**config.mk**
```make
export PLATFORM = sky130hd
export DESIGN_NAME = chunk_shift_accumulator
export DESIGN_NICKNAME = d
export VERILOG_FILES = /design/src/rtl/chunk_shift_accumulator.sv
export SDC_FILE = /design/constraint.sdc
export NUM_CORES = 1
export LEC_CHECK = 0
export CAP_MARGIN = 10
export CORE_MARGIN = 2
export CORE_UTILIZATION = 40
export CTS_CLUSTER_DIAMETER = 60
export DETAILED_ROUTE_END_ITERATION = 10
export HOLD_SLACK_MARGIN = 0.06
export PLACE_DENSITY = 0.67
export REMOVE_ABC_BUFFERS = 1
export SETUP_SLACK_MARGIN = 0.4
export SYNTH_ARGS = -nofsm -noshare
export SYNTH_HDL_FRONTEND = slang
export SYNTH_SLANG_ARGS = --single-unit
```
**constraint.sdc**
```tcl
create_clock -name clk -period 10.39 [get_ports clk]
set_input_delay 2.078 -clock clk [delete_from_list [all_inputs] [get_ports clk]]
set_output_delay 2.078 -clock clk [all_outputs]
set_load 0.005 [all_outputs]
```
**src/rtl/chunk_shift_accumulator.sv**
```systemverilog
// Serial shift-and-add multiplier over the chunked value from the division stage.
// Optional build macro CHUNK_CHECK_EN: flags chunk weights that disagree with the running bit position.
module chunk_shift_accumulator #(
  parameter int OP_W   = 8,
  parameter int CHUNKS = 6,
  parameter int RES_W  = 12 + OP_W
) (
  input  logic             clk,
  input  logic             reset,
  input  logic             in_valid,
  output logic             in_ready,
  input  logic [3:0]       n,
  input  logic [5:0]       divisionBit,
  input  logic [17:0]      divisionOut,
  input  logic [23:0]      divisionWeight,
  input  logic [OP_W-1:0]  operand,
  output logic             out_valid,
  input  logic             out_ready,
  output logic [RES_W-1:0] result,
  output logic             err,
  output logic             busy
);

  typedef enum logic [1:0] {IDLE, ACC, DONE} state_t;

  state_t           state;
  logic [3:0]       nReg;
  logic [5:0]       bitReg;
  logic [17:0]      outReg;
  logic [23:0]      weightReg;
  logic [OP_W-1:0]  opReg;
  logic [2:0]       idx;
  logic [4:0]       pos;
  logic [RES_W-1:0] acc;
  logic             errAcc;

  logic             curBit;
  logic [2:0]       curChunk;
  logic [3:0]       curWeight;
  logic [RES_W-1:0] partial;
  logic [4:0]       nextPos;
  logic             lastChunk;
  logic             badN;

  // Select the current chunk; a 2-bit chunk ignores whatever sits in its MSB slot.
  always_comb begin
    curBit    = 1'b0;
    curChunk  = 3'd0;
    curWeight = 4'd0;
    for (int i = 0; i < CHUNKS; i++) begin
      if (idx == i[2:0]) begin
        curBit    = bitReg[i];
        curChunk  = bitReg[i] ? outReg[3*i +: 3] : {1'b0, outReg[3*i +: 2]};
        curWeight = weightReg[4*i +: 4];
      end
    end
    partial   = RES_W'(curChunk) * RES_W'(opReg);
    nextPos   = pos + (curBit ? 5'd3 : 5'd2);
    lastChunk = (nextPos >= {1'b0, nReg}) || (idx == 3'(CHUNKS - 1));
    badN      = (n < 4'd5) || (n > 4'd12);
  end

  always_ff @(posedge clk) begin
    if (reset) begin
      state     <= IDLE;
      in_ready  <= 1'b1;
      out_valid <= 1'b0;
      result    <= '0;
      err       <= 1'b0;
      busy      <= 1'b0;
      nReg      <= '0;
      bitReg    <= '0;
      outReg    <= '0;
      weightReg <= '0;
      opReg     <= '0;
      idx       <= '0;
      pos       <= '0;
      acc       <= '0;
      errAcc    <= 1'b0;
    end else begin
      case (state)
        IDLE: begin
          if (in_valid) begin
            nReg      <= n;
            bitReg    <= divisionBit;
            outReg    <= divisionOut;
            weightReg <= divisionWeight;
            opReg     <= operand;
            idx       <= '0;
            pos       <= '0;
            acc       <= '0;
            errAcc    <= badN;
            err       <= 1'b0;
            in_ready  <= 1'b0;
            busy      <= 1'b1;
            state     <= badN ? DONE : ACC;
          end
        end
        ACC: begin
          acc <= acc + (partial << curWeight);
          pos <= nextPos;
          idx <= idx + 3'd1;
`ifdef CHUNK_CHECK_EN
          if ({1'b0, curWeight} != pos) errAcc <= 1'b1;
`endif
          if (lastChunk) state <= DONE;
        end
        DONE: begin
          // First DONE cycle publishes the result; afterwards wait for the handshake.
          if (!out_valid) begin
            out_valid <= 1'b1;
            result    <= acc;
            err       <= errAcc;
          end else if (out_ready) begin
            out_valid <= 1'b0;
            in_ready  <= 1'b1;
            busy      <= 1'b0;
            state     <= IDLE;
          end
        end
        default: state <= IDLE;
      endcase
    end
  end

endmodule

```
# [Word level (Yosys, flattened, before mapping)]
# Cells that the tools add are included.
[totals] rom_bits=0 latch_bits=0 word_cells=97 mem_bits_rw=0 n_memories=0 register_bits=115 out_inout_bits=24
[classes] shift=1 bitwise_logic=1 n_mul=1 n_div=0 eq_ne=12 add_sub_neg=3 reduce_logical=12 muxes=49 n_lt_le_gt_ge=3
[op_table] operator="case mux 20 bit (2 select lines)" n=1
[op_table] operator="2-to-1 mux 3 bit" n=13
[op_table] operator="2-to-1 mux 4 bit" n=6
[op_table] operator="adder 20 bit" n=1
[op_table] operator="2-to-1 mux 20 bit" n=1
[op_table] operator="left shift 11 x 4 -> 20 bit" n=1
[op_table] operator="2-to-1 mux 1 bit" n=16
[op_table] operator="multiplier 3 x 8 -> 11 bit" n=1
[op_table] operator="2-to-1 mux 2 bit" n=5
[op_table] operator="!= test 2 bit, second input constant" n=5
[op_table] operator="case mux 5 bit (2 select lines)" n=1
[op_table] operator="AND reduction 4 bit" n=2
[op_table] operator="equality test 3 x 2 -> 1 bit, second input constant" n=2
[op_table] operator="equality test 3 bit, second input constant" n=2
[op_table] operator="case mux 1 bit (2 select lines)" n=3
[op_table] operator="case mux 2 bit (3 select lines)" n=1
[op_table] operator="case mux 3 bit (2 select lines)" n=1
[op_table] operator="AND reduction 2 bit" n=3
[op_table] operator="adder 5 x 2 -> 5 bit" n=1
[op_table] operator=">= comparator 5 x 4 -> 1 bit" n=1
[op_table] operator="2-to-1 mux 5 bit" n=1
[op_table] operator="> comparator 4 bit, second input constant" n=1
[op_table] operator="less-than comparator 4 x 3 -> 1 bit, second input constant" n=1
[op_table] operator="nonzero test 2 bit" n=2
[op_table] operator="other kinds (9)" n=10

# [Logic depth before layout (Yosys ltp)]
[logic_depth] ltp_word=13 depth_mapped=35 depth_no_buf=34

# [Worst setup path before layout]
# Ideal clock, no wire load.
[synth_timing] kind="reg2reg" from="register idx[1]" to="register acc[19]" slack_ps=3836 arrival_time_ps=6431 required_ps=10267 stages_incl_launch_ff=36 setup_ps=123 path_cell_list="dfxtp_1 inv_1 ha_1 buf_4 buf_4 nor2_1 a21oi_1 nor3_1 a221oi_1 a211oi_1 a31oi_1 a21oi_1 nand2_1 fa_1 inv_1 ha_1 fa_1 a211o_1 a211o_1 a21o_1 o21ai_0 nor2_1 a221oi_2 mux2i_1 mux2i_1 o22ai_1 ha_1 a21o_1 a211oi_1 and3b_1 a21oi_1 a41oi_1 a21oi_1 xor2_1 a21oi_1 o22ai_1"
[synth_between] elab_chain_len=11
[synth_lines] element="start, declared" line="32" rtl="logic [2:0] idx;"
[synth_lines] element="start signal, assigned" line="102" rtl="idx <= idx + 3'd1;"
[synth_lines] element="zero test 3 bit" line="51" rtl="if (idx == i[2:0]) begin"
[synth_lines] element="2-to-1 mux 3 bit (6 in series)" line="51"
[synth_lines] element="multiplier 3 x 8 -> 11 bit" line="57" rtl="partial = RES_W'(curChunk) * RES_W'(opReg);"
[synth_lines] element="left shift 11 x 4 -> 20 bit (*)" line="100" rtl="acc <= acc + (partial << curWeight);"
[synth_lines] element="adder 20 bit (*)" line="100"
[synth_lines] element="case mux 20 bit (2 select lines) (*)" line="81" rtl="case (state)"
[synth_lines] element="end signal, assigned" line="100"
[synth_lines] element="end, declared" line="34" rtl="logic [RES_W-1:0] acc;"
# Mark *: on every way between the ends. The rest lies on a longest branch, timed or not.
# A chain may end at the register's enable or synchronous reset.

# [Worst setup path after layout]
# Same ends and word-level chain as after synthesis.

==> out/metrics.csv <==
metric,value,unit
status,finished clean,
hp-start,result[5]$_SDFFE_PP0P_,
antenna_found_initial,0,
core,16580,um^2
cts_tree,yes,
finalSetupViolations,0,
ys_seq_elements,115,
drt-pass1-iter-count,5,
crit_top_cell,a21oi_1,
grt_pass1_wl,27.60,mm
die_area,18040,um^2
drive_gt1_frac,0.05613,
cts_resized,0,
crit_path_end_kind,register,
ys_top_cells_by_area,"dfxtp_1 34%, nand2_1 13%, a21oi_1 9.0%",
worst-path-max-fanout,23,
max_freq,132.9,MHz
leakage,3.451,nW
dpl_cell_area,7765,um^2
synthMuxAreaShare,0.02302,
synth.top_cell.area_share,0.3389,
dieWidth,134.3,um
drt_iter0_drc,334,
r2r_cells,32,
cts-htree-levels,4,
fp.dieH,134.3,um
cp-start-kind,register,
yosys.area_share.simple,0.2232,
cts.path.max_buffers,2,
remaining_drc_errors,0,
reg2reg_from,idx[1]$_SDFFE_PP0P_,
cts_root_buf,clkbuf_16,
cts_buffers,17,
ant_nets,0,
gr-usage-all-layers,0.1865,
grt_pass1_vias,5836,
fin_crit,7525,ps
nets,1064,
ios,88,
async_reset_ff_frac,0,
min_path_type,register to register,
synth-compound-area-share,0.2357,
worst_slew_pin_slew,1171,ps
ir_drop,0.1063,mV
cp.buffers_inverters,2,
max-cap-violations,0,
rsz0062_at_grt,no,
ys_types,69,
tns,0,ps
yosysTopAreaCell,dfxtp_1,
grt_start_max_net_pins,80,
synth_ff_type,dfxtp_1,
arrival,7820,ps
hold_viol_final,0,
netlist_top_cells_count,"227 x nand2_1, 122 x a21oi_1, 115 x dfxtp_1, 62 x nor2_1, 43 x ha_1",
place_congestion,0.8875,
synthAdderAreaFrac,0.1028,
min_period_over_period,0.7242,
crit_required,10680,ps
r2r_setup_slack,2870,ps
r2r_end,acc[19]$_SDFFE_PP0P_,
cts_hold_buffers,0,
yosysWarnings,0,
clk_pin_slew,60,ps
synth_cells,887,
area_growth,23.81,%
viasPerCell,5.225,
crit_slowest_cell,ha_1,
slowest_delay,590,ps
synth_edf_count,0,
initial_core_util,0.4097,
slew_viol_final,0,
postCtsSetupBuffers,0,
startpoint,idx[1]$_SDFFE_PP0P_,
synth_area,6794,um^2
fin_area,8412,um^2
synth_top_family_by_area,compound AO/OA/AOI/OAI gates,
synthXorXnorAreaFrac,0.02707,
skew,10.21,ps
clock_latency,420,ps
row_count,47,
slew_headroom,0.2190,
p_per_area,157.5,nW/um^2
port_buffers,87,
cts_sinks,115,
critical-path-top-delay-family,compound AO/OA/AOI/OAI gates,
wl,16.14,mm
syn_avg_cell_area,7.660,um^2
place_hpwl,11.62,mm
grt_overflow,0,
yosysMostFrequentCell,nand2_1,
min_path_cells,2,
whs_endpoint,result[5]$_SDFFE_PP0P_,
diodes,0,
yosysSeqAreaShare,0.3389,
post_drt_wl_per_cell,13.65,um
vias,6176,
path_class,register to register,
==> cell usage in the layout, fill, tap and decap left out, types with 4 or more instances in the layout <==
cell type,instances
fa_1,8
inv_1,30
xor2_1,9
o22ai_1,7
nor3_1,8
nand2b_1,7
a2bb2oi_1,4
a22oi_1,20
nor2b_1,9
clkdlybuf4s50_1,86
bufinv_16,4
a31oi_1,4
dfxtp_1,115
a21o_1,10
o21bai_1,4
o21a_1,9
and2_1,7
a211oi_1,9
nand3b_1,8
nand3_1,7
clkinv_4,5
clkbuf_16,17
a21boi_0,4
nor2_1,61
a21oi_1,122
ha_1,43
nand2_1,227
inv_6,4
xnor2_1,12
mux2i_1,13
buf_4,5
o21ai_0,15
==> report_power, final <==
| part | internal, mW | total [mW] | switching (mW) |
|---|---|---|---|
| sequential | 0.465 | 0.483 | 0.0180 |
| clock | 0.409 | 0.644 | 0.235 |
| combinational | 0.0807 | 0.197 | 0.117 |
==> state kept, by name, summed over array words and instances (netlist names), 3 cells and up <==
signal,count
acc,20
weightReg,24
pos,5
outReg,18
idx,3
bitReg,6
result,20
opReg,8
nReg,4
==> metrics by stage <==
step,power [mW],utilization,instances,hold slack [ps],setup slack (ps)
final,1.325,0.5072,1182,450.7,2865
after global routing,1.380,0.5072,1182,468.9,2160
after CTS,1.335,0.5072,1182,454.5,2898
after detailed placement,0.6908,0.4682,1150,446.6,2995
after global placement,0.6878,0.4682,1150,442.5,3309
after floorplan,0.6122,-,839,425.8,3913
==> layer usage <==
| metal | wire (um) | GRT usage | vias up |
|---|---|---|---|
| li1 | - | - | 3202 |
| met1 | 8097 | 0.2579 | 2828 |
| met2 | 7160 | 0.2931 | 127 |
| met3 | 603 | 0.03439 | 19 |
| met4 | 278 | 0.06316 | 0 |
| met5 | 0 | 0 | - |
==> layout make-up <==
class                      instances  area [um^2]
clock buffer                      17        425.4
clock inverter                    15        221.5
fill                            1648         8172
inverter                          31        116.4
multi-input combinational        693         4173
sequential                       115         2302
tap                              220        275.3
timing repair buffer              91        898.4
==> worst max path at each step <==
stage | slack, ps | endpoint | cells past startpoint
CTS | 2900 | acc[19]$_SDFFE_PP0P_ | 32
global route | 2160 | acc[19]$_SDFFE_PP0P_ | 31
global placement | 3310 | acc[19]$_SDFFE_PP0P_ | 31
finish | 2870 | acc[19]$_SDFFE_PP0P_ | 32
detailed placement | 3000 | acc[19]$_SDFFE_PP0P_ | 31
floorplan | 3910 | acc[19]$_SDFFE_PP0P_ | 31
==> worst register-to-register path, delay by kind of cell (launching register included) <==
kind                     cells  cell delay [ps]
AO/OA/AOI/OAI               18             3700
buffers and inverters        2              130
adder cells (fa/ha/maj)      5             2040
multiplexers                 2              390
flip-flops                   1              340
AND/OR/NAND/NOR              4              650
XOR/XNOR                     1              180
==> kinds of logic (layout without fill, tap and decap cells) <==
logic type      count (synthesis)  after routing
compound gates                250            250
xor+xnor                       21             21
fa+ha+maj                      51             51
buf+inv                        79            154
flops                         115            115
mux                            15             15
simple gates                  356            356
Note: power is estimated with default switching activity, not from simulation.
